**config.mk**
```make
export PLATFORM = sky130hd
export DESIGN_NAME = stream_out_arbiter
export DESIGN_NICKNAME = d
export VERILOG_FILES = /design/src/rtl/stream_out_arbiter.sv
export SDC_FILE = /design/constraint.sdc
export NUM_CORES = 1
export LEC_CHECK = 0
export CORE_AREA = 3 3 113 115
export DETAILED_ROUTE_END_ITERATION = 10
export DIE_AREA = 0 0 116 118
export HOLD_SLACK_MARGIN = 0.12
export PLACE_DENSITY = 0.81
export SKIP_CTS_REPAIR_TIMING = 1
export SKIP_LAST_GASP = 1
export SYNTH_ARGS = -nofsm -noshare
export SYNTH_HDL_FRONTEND = slang
export SYNTH_SLANG_ARGS = --single-unit
```
**constraint.sdc**
```tcl
create_clock -name aclk -period 3.5 [get_ports aclk]
set_clock_uncertainty 0.15 [all_clocks]
set_input_delay 0.7 -clock aclk [delete_from_list [all_inputs] [get_ports aclk]]
set_output_delay 0.7 -clock aclk [all_outputs]
set_load 0.03 [all_outputs]
```
**src/rtl/stream_out_arbiter.sv**
```systemverilog
`default_nettype none
// ============================================================================
//  Module      : stream_out_arbiter
//  Description : Packet-granular two-way AXI4-Stream arbiter that shares the
//                host-bound output between the MMIO response path (port 0)
//                and the DMA header/payload engine (port 1). A grant is held
//                from the first beat through the tlast beat, so the two
//                sources never interleave. The data path is combinational
//                (zero latency) and there is no buffering inside the block.
//
//  Ports
//    aclk, areset        : clock, synchronous active-high reset
//    s0_*                : MMIO response stream (tdata/tkeep/tlast/tuser/
//                          tvalid in, tready out)
//    s1_*                : DMA stream (same shape as s0_*)
//    m_*                 : merged output stream (tready in)
//    mmio_grant          : high while the MMIO source owns the output
//    dma_grant           : high while the DMA source owns the output
//    mmio_pkt_count      : wrapping count of s0 tlast beats forwarded
//    dma_pkt_count       : wrapping count of s1 tlast beats forwarded
//
//  Revision    : 1.0 - initial release
// ============================================================================
module stream_out_arbiter #(
    parameter int DATA_BITS  = 64,
    parameter int KEEP_WIDTH = DATA_BITS / 8,
    parameter int PRIO_MODE  = 0,
    parameter int CNT_WIDTH  = 32
) (
    input  logic                  aclk,
    input  logic                  areset,

    input  logic [DATA_BITS-1:0]  s0_tdata,
    input  logic [KEEP_WIDTH-1:0] s0_tkeep,
    input  logic                  s0_tlast,
    input  logic                  s0_tuser,
    input  logic                  s0_tvalid,
    output logic                  s0_tready,

    input  logic [DATA_BITS-1:0]  s1_tdata,
    input  logic [KEEP_WIDTH-1:0] s1_tkeep,
    input  logic                  s1_tlast,
    input  logic                  s1_tuser,
    input  logic                  s1_tvalid,
    output logic                  s1_tready,

    output logic [DATA_BITS-1:0]  m_tdata,
    output logic [KEEP_WIDTH-1:0] m_tkeep,
    output logic                  m_tlast,
    output logic                  m_tuser,
    output logic                  m_tvalid,
    input  logic                  m_tready,

    output logic                  mmio_grant,
    output logic                  dma_grant,
    output logic [CNT_WIDTH-1:0]  mmio_pkt_count,
    output logic [CNT_WIDTH-1:0]  dma_pkt_count
);

    // Fixed-priority mode: MMIO wins every arbitration.
    localparam logic                 c_FIXED_PRIO = (PRIO_MODE != 0);
    localparam logic [CNT_WIDTH-1:0] c_CNT_ONE    = {{(CNT_WIDTH-1){1'b0}}, 1'b1};

    typedef enum logic [1:0] {
        ST_IDLE   = 2'd0,
        ST_GRANT0 = 2'd1,
        ST_GRANT1 = 2'd2
    } state_t;

    state_t               r_state;
    // Source that received the most recent grant: 0 = MMIO, 1 = DMA.
    // Resets to 1 so that MMIO wins the first tie in round-robin mode.
    logic                 r_last_grant;
    logic [CNT_WIDTH-1:0] r_mmio_cnt;
    logic [CNT_WIDTH-1:0] r_dma_cnt;

    logic w_sel0;
    logic w_sel1;
    logic w_pkt_done0;
    logic w_pkt_done1;
    logic w_pick0;
    logic w_pick1;

    assign w_sel0 = (r_state == ST_GRANT0);
    assign w_sel1 = (r_state == ST_GRANT1);

    // The end of a packet is the accepted tlast beat of the granted source.
    assign w_pkt_done0 = w_sel0 & s0_tvalid & m_tready & s0_tlast;
    assign w_pkt_done1 = w_sel1 & s1_tvalid & m_tready & s1_tlast;

    // Arbitration decision, only acted on while idle. Requests are tvalid
    // alone; tready is never consulted so there is no valid/ready loop.
    always_comb begin
        w_pick0 = 1'b0;
        w_pick1 = 1'b0;
        if (s0_tvalid && s1_tvalid) begin
            if (c_FIXED_PRIO || r_last_grant) begin
                w_pick0 = 1'b1;
            end else begin
                w_pick1 = 1'b1;
            end
        end else begin
            w_pick0 = s0_tvalid;
            w_pick1 = s1_tvalid;
        end
    end

    // Grant FSM and packet counters. Leaving a grant always passes through
    // IDLE, which costs one bubble cycle per packet boundary but keeps the
    // arbitration decision off the tlast handshake path.
    always_ff @(posedge aclk) begin
        if (areset) begin
            r_state      <= ST_IDLE;
            r_last_grant <= 1'b1;
            r_mmio_cnt   <= '0;
            r_dma_cnt    <= '0;
        end else begin
            case (r_state)
                ST_IDLE: begin
                    if (w_pick0) begin
                        r_state      <= ST_GRANT0;
                        r_last_grant <= 1'b0;
                    end else if (w_pick1) begin
                        r_state      <= ST_GRANT1;
                        r_last_grant <= 1'b1;
                    end
                end
                ST_GRANT0: begin
                    // A mid-packet tvalid drop keeps the grant: the output
                    // stalls with the source rather than interleaving.
                    if (w_pkt_done0) begin
                        r_state    <= ST_IDLE;
                        r_mmio_cnt <= r_mmio_cnt + c_CNT_ONE;
                    end
                end
                ST_GRANT1: begin
                    if (w_pkt_done1) begin
                        r_state   <= ST_IDLE;
                        r_dma_cnt <= r_dma_cnt + c_CNT_ONE;
                    end
                end
                default: begin
                    r_state <= ST_IDLE;
                end
            endcase
        end
    end

    // Zero-latency data path. Everything is forced to zero when nobody holds
    // the grant, so m_tvalid can never rise without a granted source.
    always_comb begin
        m_tdata   = '0;
        m_tkeep   = '0;
        m_tlast   = 1'b0;
        m_tuser   = 1'b0;
        m_tvalid  = 1'b0;
        s0_tready = 1'b0;
        s1_tready = 1'b0;
        if (w_sel0) begin
            m_tdata   = s0_tdata;
            m_tkeep   = s0_tkeep;
            m_tlast   = s0_tlast;
            m_tuser   = s0_tuser;
            m_tvalid  = s0_tvalid;
            s0_tready = m_tready;
        end else if (w_sel1) begin
            m_tdata   = s1_tdata;
            m_tkeep   = s1_tkeep;
            m_tlast   = s1_tlast;
            m_tuser   = s1_tuser;
            m_tvalid  = s1_tvalid;
            s1_tready = m_tready;
        end
    end

    assign mmio_grant     = w_sel0;
    assign dma_grant      = w_sel1;
    assign mmio_pkt_count = r_mmio_cnt;
    assign dma_pkt_count  = r_dma_cnt;

endmodule
`default_nettype wire
```
==> reports/qor.csv, run 1 <==
metric,value,unit
status,completed,
clk_lat worst skew,0.33,ns
Tot Pwr,2.37,mW
min cycle time layout,3.28,ns
Placer Congestion,0.949,
max cap viols,0,
site row count,40,
worst setup path startpoint,r_state[1],
FF-to-FF Start,r_state[0],
vias,5329,
Synth Area per Inst,8.45,sq um
Slew Limit Fails,0,
num ports,296,
Max Fclk,305,MHz
CTS tree,built,
# setup viols final,0,
Initial Util,0.353,
chip height,118,um
Final Hold Fails,0,
Hold Startpoint,mmio_pkt_count[21],
type of the most critical hold path,reg -> reg,
DRC errors left,0,
area grow syn2layout,79.0,%
register area share after synthesis,0.319,
Critical Path RT,2.65,ns
library cells used by synthesis,40,
synthesized flop and latch total,67,
Setup WS post-layout,0.217,ns
vias in the first global route,5150,
Post-Syn Nets,652,
Ys Warns,0,
RSZ-0062 raised after global routing,no,
synthesized cell area,4200,sq um
power density cells,316,nW/um^2
Initial DRC Count,556,
DP Area,7240,sq um
"Reg clk slew, reported paths",0.06,ns
initial antenna violation count,4,
Clock Tree Root,clkbuf_16,
drt first pass iters,6,
crit end category,output port,
Crit Path Category,reg -> out,
worst relative slew slack,0.380,
largest net degree at the start of global routing,77,
Setup TNS,0,ns
wire length per cell,23.1,um
Port Buffers,295,
Post-DP HPWL,16.7,mm
period utilization,0.938,
Final Non-Filler Cells,918,
gr usage total,0.298,
CP max FO,76,
Worst-Margin Slew,0.931,ns
final core utilization,0.632,
"worst slack, placed",0.401,ns
Worst Setup Start Kind,register,
routed vias/inst,5.81,
die area,13700,sq um
share of layout cells above drive strength 1,0.0675,
placed insts,902,
Max H-tree Level,3,
first-pass GRT wire length,31.1,mm
Clock Sink Count,67,
grt total ovfl,0,
WHS,0.340,ns
DRT Wirelength,21.2,mm
fin area,7520,sq um
die extent in x,116,um
worst path arrival time,2.43,ns
maximum vdd drop,0.264,mV
"antenna viol nets, final",0,
Final Net Count,921,
number of clock buffers inserted by TritonCTS,9,
CTS Buffer Depth,2,
leakage power,2.58,nW
Synth Instances,497,
core area,11900,sq um
final timing paths:
check / cells after the start / endpoint / slack (ns)
worst min register to register: 2 / mmio_pkt_count[21] / 0.34
worst min-delay path: 2 / mmio_pkt_count[21] / 0.34
worst max-delay path: 4 / m_tkeep[2] / 0.22
worst max register to register: 5 / mmio_pkt_count[16] / 1.17
where the power goes:
group	internal, mW	switching, mW
combinational	0.380	0.374
clock	0.497	0.348
sequential	0.767	0.00776
kinds of logic after synthesis:
logic type / share of synthesized area
adder cells (fa/ha/maj): 0.00595
multiplexers: 0.0450
AO/OA/AOI/OAI: 0.260
buffers and inverters: 0.0512
AND/OR/NAND/NOR: 0.287
flip-flops: 0.319
XOR/XNOR: 0.0313
final cells by class:
cell class	count	area [sq um]
flip-flops and latches	67	1340
fillers	1035	4390
inverters	10	37.5
clock inverters	5	40.0
well taps	147	184
diodes	1	2.50
repair buffers	301	3020
clock buffers	10	239
multi-input cells	377	2660
state kept, by name, summed over array words and instances (netlist names):
register	flops
dma_pkt_count	32
mmio_pkt_count	32
r_state	2
r_last_grant	1
layer usage:
metal | wire length [um] | global-route usage
met1 | 8660 | 0.393
met2 | 9970 | 0.483
met3 | 2200 | 0.0936
met4 | 304 | 0.0515
met5 | 41 | 0
synth_stat cells, drive strengths merged:
cell / instances / area share
a22o: 75 / 0.16
dfxtp: 67 / 0.32
clkbuf: 36 / 0.032
a21oi: 33 / 0.039
nor2: 31 / 0.028
or4: 26 / 0.047
nand2: 25 / 0.022
o31ai: 24 / 0.043
nand4: 21 / 0.033
nand3: 17 / 0.020
and4: 16 / 0.033
mux2: 15 / 0.040
nor2b: 15 / 0.022
nor4: 14 / 0.030
inv: 10 / 0.0089
o21ai: 9 / 0.011
xor2: 9 / 0.019
or3: 8 / 0.012
and3: 7 / 0.010
buf: 7 / 0.0098
and2: 6 / 0.0089
nor3: 6 / 0.0071
xnor2: 6 / 0.013
ha: 2 / 0.0060
mux2i: 2 / 0.0048
o21ba: 2 / 0.0048
o31a: 2 / 0.0042
and3b: 1 / 0.0021
and4b: 1 / 0.0027
nand3b: 1 / 0.0048
o21bai: 1 / 0.0018
or2: 1 / 0.0015
or3b: 1 / 0.0021
worst max-delay path: stages (launching register included):
cell and delay [ns]:
dfxtp_1 0.56, nor2b_4 0.24, buf_12 0.29, a22o_1 0.27, clkdlybuf4s50_1 0.71
placed cells by master, fill, tap and decap left out, drive strengths merged, types with 2 or more instances in the layout:
cell / instances
clkdlybuf4s50: 294
a22o: 75
dfxtp: 67
a21oi: 33
nor2: 31
or4: 26
nand2: 25
o31ai: 24
nand4: 21
nand3: 17
and4: 16
mux2: 15
nor2b: 15
nor4: 14
inv: 10
clkbuf: 10
o21ai: 9
xor2: 9
or3: 8
and3: 7
buf: 7
xnor2: 6
nor3: 6
and2: 6
clkinvlp: 3
mux2i: 2
o31a: 2
ha: 2
clkinv: 2
o21ba: 2
No activity file was read; power rests on OpenSTA's default activity.
==> run 2: changes to the inputs <==
--- a/config.mk
+++ b/config.mk
@@ -7,7 +7,7 @@
 export LEC_CHECK = 0
-export CORE_AREA = 3 3 113 115
+export CORE_AREA = 2 2 115 117
 export DETAILED_ROUTE_END_ITERATION = 10
-export DIE_AREA = 0 0 116 118
+export DIE_AREA = 0 0 117 119
 export HOLD_SLACK_MARGIN = 0.12
-export PLACE_DENSITY = 0.81
+export PLACE_DENSITY = 0.77
 export SKIP_CTS_REPAIR_TIMING = 1
==> constraint.sdc (replaced) <==
create_clock -name aclk -period 3.5 [get_ports aclk]
set_clock_uncertainty 0.15 [all_clocks]
set_input_delay 0.875 -clock aclk [delete_from_list [all_inputs] [get_ports aclk]]
set_output_delay 0.875 -clock aclk [all_outputs]
set_load 0.03 [all_outputs]
==> run 2 against run 1 <==
Sequential power decreased by 0.5%. Sequential share of layout area decreased by 0.35 points. Die area increased by 1.7%. Critical path depth decreased by 1. Non-clock buffer count increased by 9. Final cell count increased by 5.2%. Via count increased by 0.21%. Critical path type is now in -> out.
==> reports/qor.csv, run 2 (synthesis gave the netlist of run 1 again) <==
metric,value,unit
site row count,42,
CP bufs+invs,2,
Clock power frac,0.374,
initial antenna violation count,9,
share of layout cells above drive strength 1,0.0846,
Initial Util,0.326,
CTS Buffer Depth,2,
CP max FO,6,
num ports,296,
grt total ovfl,0,
Max H-tree Level,3,
leakage power,2.66,nW
Crit-path slowest cell,clkdlybuf4s50_1,
DRC errors left,0,
Fill cells,1125,
"commonest non-fill, non-tap cell in the layout",clkdlybuf4s50_1,
Slew Limit Fails,0,
clk_lat worst skew,0.33,ns
die extent in x,117,um
vias in the first global route,5115,
Clock Tree Root,clkbuf_16,
Gate power share,0.312,
area grow syn2layout,82.6,%
Worst-Margin Slew,0.778,ns
Port Buffers,295,
crit end category,output port,
# setup viols final,0,
Max Fclk,300,MHz
crit-path cells,clkdlybuf4s50_1 -> a22o_1 -> clkdlybuf4s50_1,
period utilization,0.953,
internal power,1.71,mW
maximum vdd drop,0.210,mV
Final Hold Fails,0,
Setup TNS,0,ns
"antenna viol nets, final",0,
Post-DP HPWL,15.6,mm
number of clock buffers inserted by TritonCTS,9,
Critical Path Most Common Cell,clkdlybuf4s50_1,
"commonest non-fill, non-tap cells in the layout","289 x clkdlybuf4s50_1, 75 x a22o_1, 67 x dfxtp_1",
Switch Pwr,730,uW
r2r setup slk,1.23,ns
Sw Ratio,0.299,
max cap viols,0,
min cycle time layout,3.34,ns
die area,13900,sq um
Critical Path RT,2.47,ns
core area,12900,sq um
Final Net Count,930,
largest net degree at the start of global routing,77,
final core utilization,0.596,
Final Non-Filler Cells,966,
Clock Sink Count,67,
family with the most delay on the worst path,buffers and inverters,
Placer Congestion,0.849,
first-pass GRT wire length,28.5,mm
Sequential Power Share,0.315,
Initial DRC Count,393,
routed vias/inst,5.53,
worst path arrival time,2.31,ns
status,completed,
vias,5340,
drt first pass iters,5,
"Reg clk slew, reported paths",0.06,ns
CTS tree,built,
Crit Path Category,in -> out,
Worst Setup Start Kind,input pin,
RSZ-0062 raised after global routing,no,
chip height,119,um
placed insts,940,
wire length per cell,20.5,um
type of the most critical hold path,reg -> reg,
DRT Wirelength,19.8,mm
CP max stage delay,0.67,ns
gr usage total,0.271,
power density cells,319,nW/um^2
worst relative slew slack,0.481,
[run 2: layer usage]
metal	vias to the layer above	share of wire	track usage	wire length (um)
li1	2500	-	-	-
met1	2566	0.40	0.328	7880
met2	240	0.48	0.432	9390
met3	26	0.11	0.125	2160
met4	8	0.014	0.0713	274
met5	-	0.0026	0	51
[run 2: final timing paths]
path / startpoint / end / cells past startpoint
worst max-delay path: s1_tlast / m_tlast / 3
worst min-delay path: mmio_pkt_count[21] / mmio_pkt_count[21] / 2
worst max register to register: dma_pkt_count[1] / dma_pkt_count[30] / 5
worst min register to register: mmio_pkt_count[21] / mmio_pkt_count[21] / 2
[run 2: power groups by stage]
stage,Sequential [mW],Combinational [mW],Clock (mW)
floorplan,0.789,0.345,0
finish,0.770,0.762,0.913
global placement,0.786,0.753,0
global route,0.770,0.794,0.970
detailed placement,0.786,0.755,0
CTS,0.769,0.763,0.930
[run 2: cell type report]
class	count	area (sq um)	area share
antenna	10	25.0	0.00326
clock buffer	10	229	0.0298
clock inverter	6	73.8	0.00962
inverter	10	37.5	0.00489
multi-input combinational	377	2660	0.347
sequential	67	1340	0.175
tap	176	220	0.0287
timing repair buffer	310	3090	0.402
[run 2: metrics by stage]
stage | hold WS (ns) | worst slack, ns | area (sq um) | power, mW
after CTS | 0.350 | 0.163 | 7650 | 2.46
after floorplan | 0.346 | 0.867 | 4200 | 1.13
after detailed placement | 0.337 | 0.172 | 7340 | 1.54
final | 0.348 | 0.164 | 7670 | 2.44
after global routing | 0.366 | 0.149 | 7650 | 2.53
after global placement | 0.321 | 0.181 | 7340 | 1.54
[run 2: worst min-delay path: stages (launching register included)]
cell,delay (ns)
dfxtp_1,0.33
o31ai_1,0.07
a21oi_1,0.06
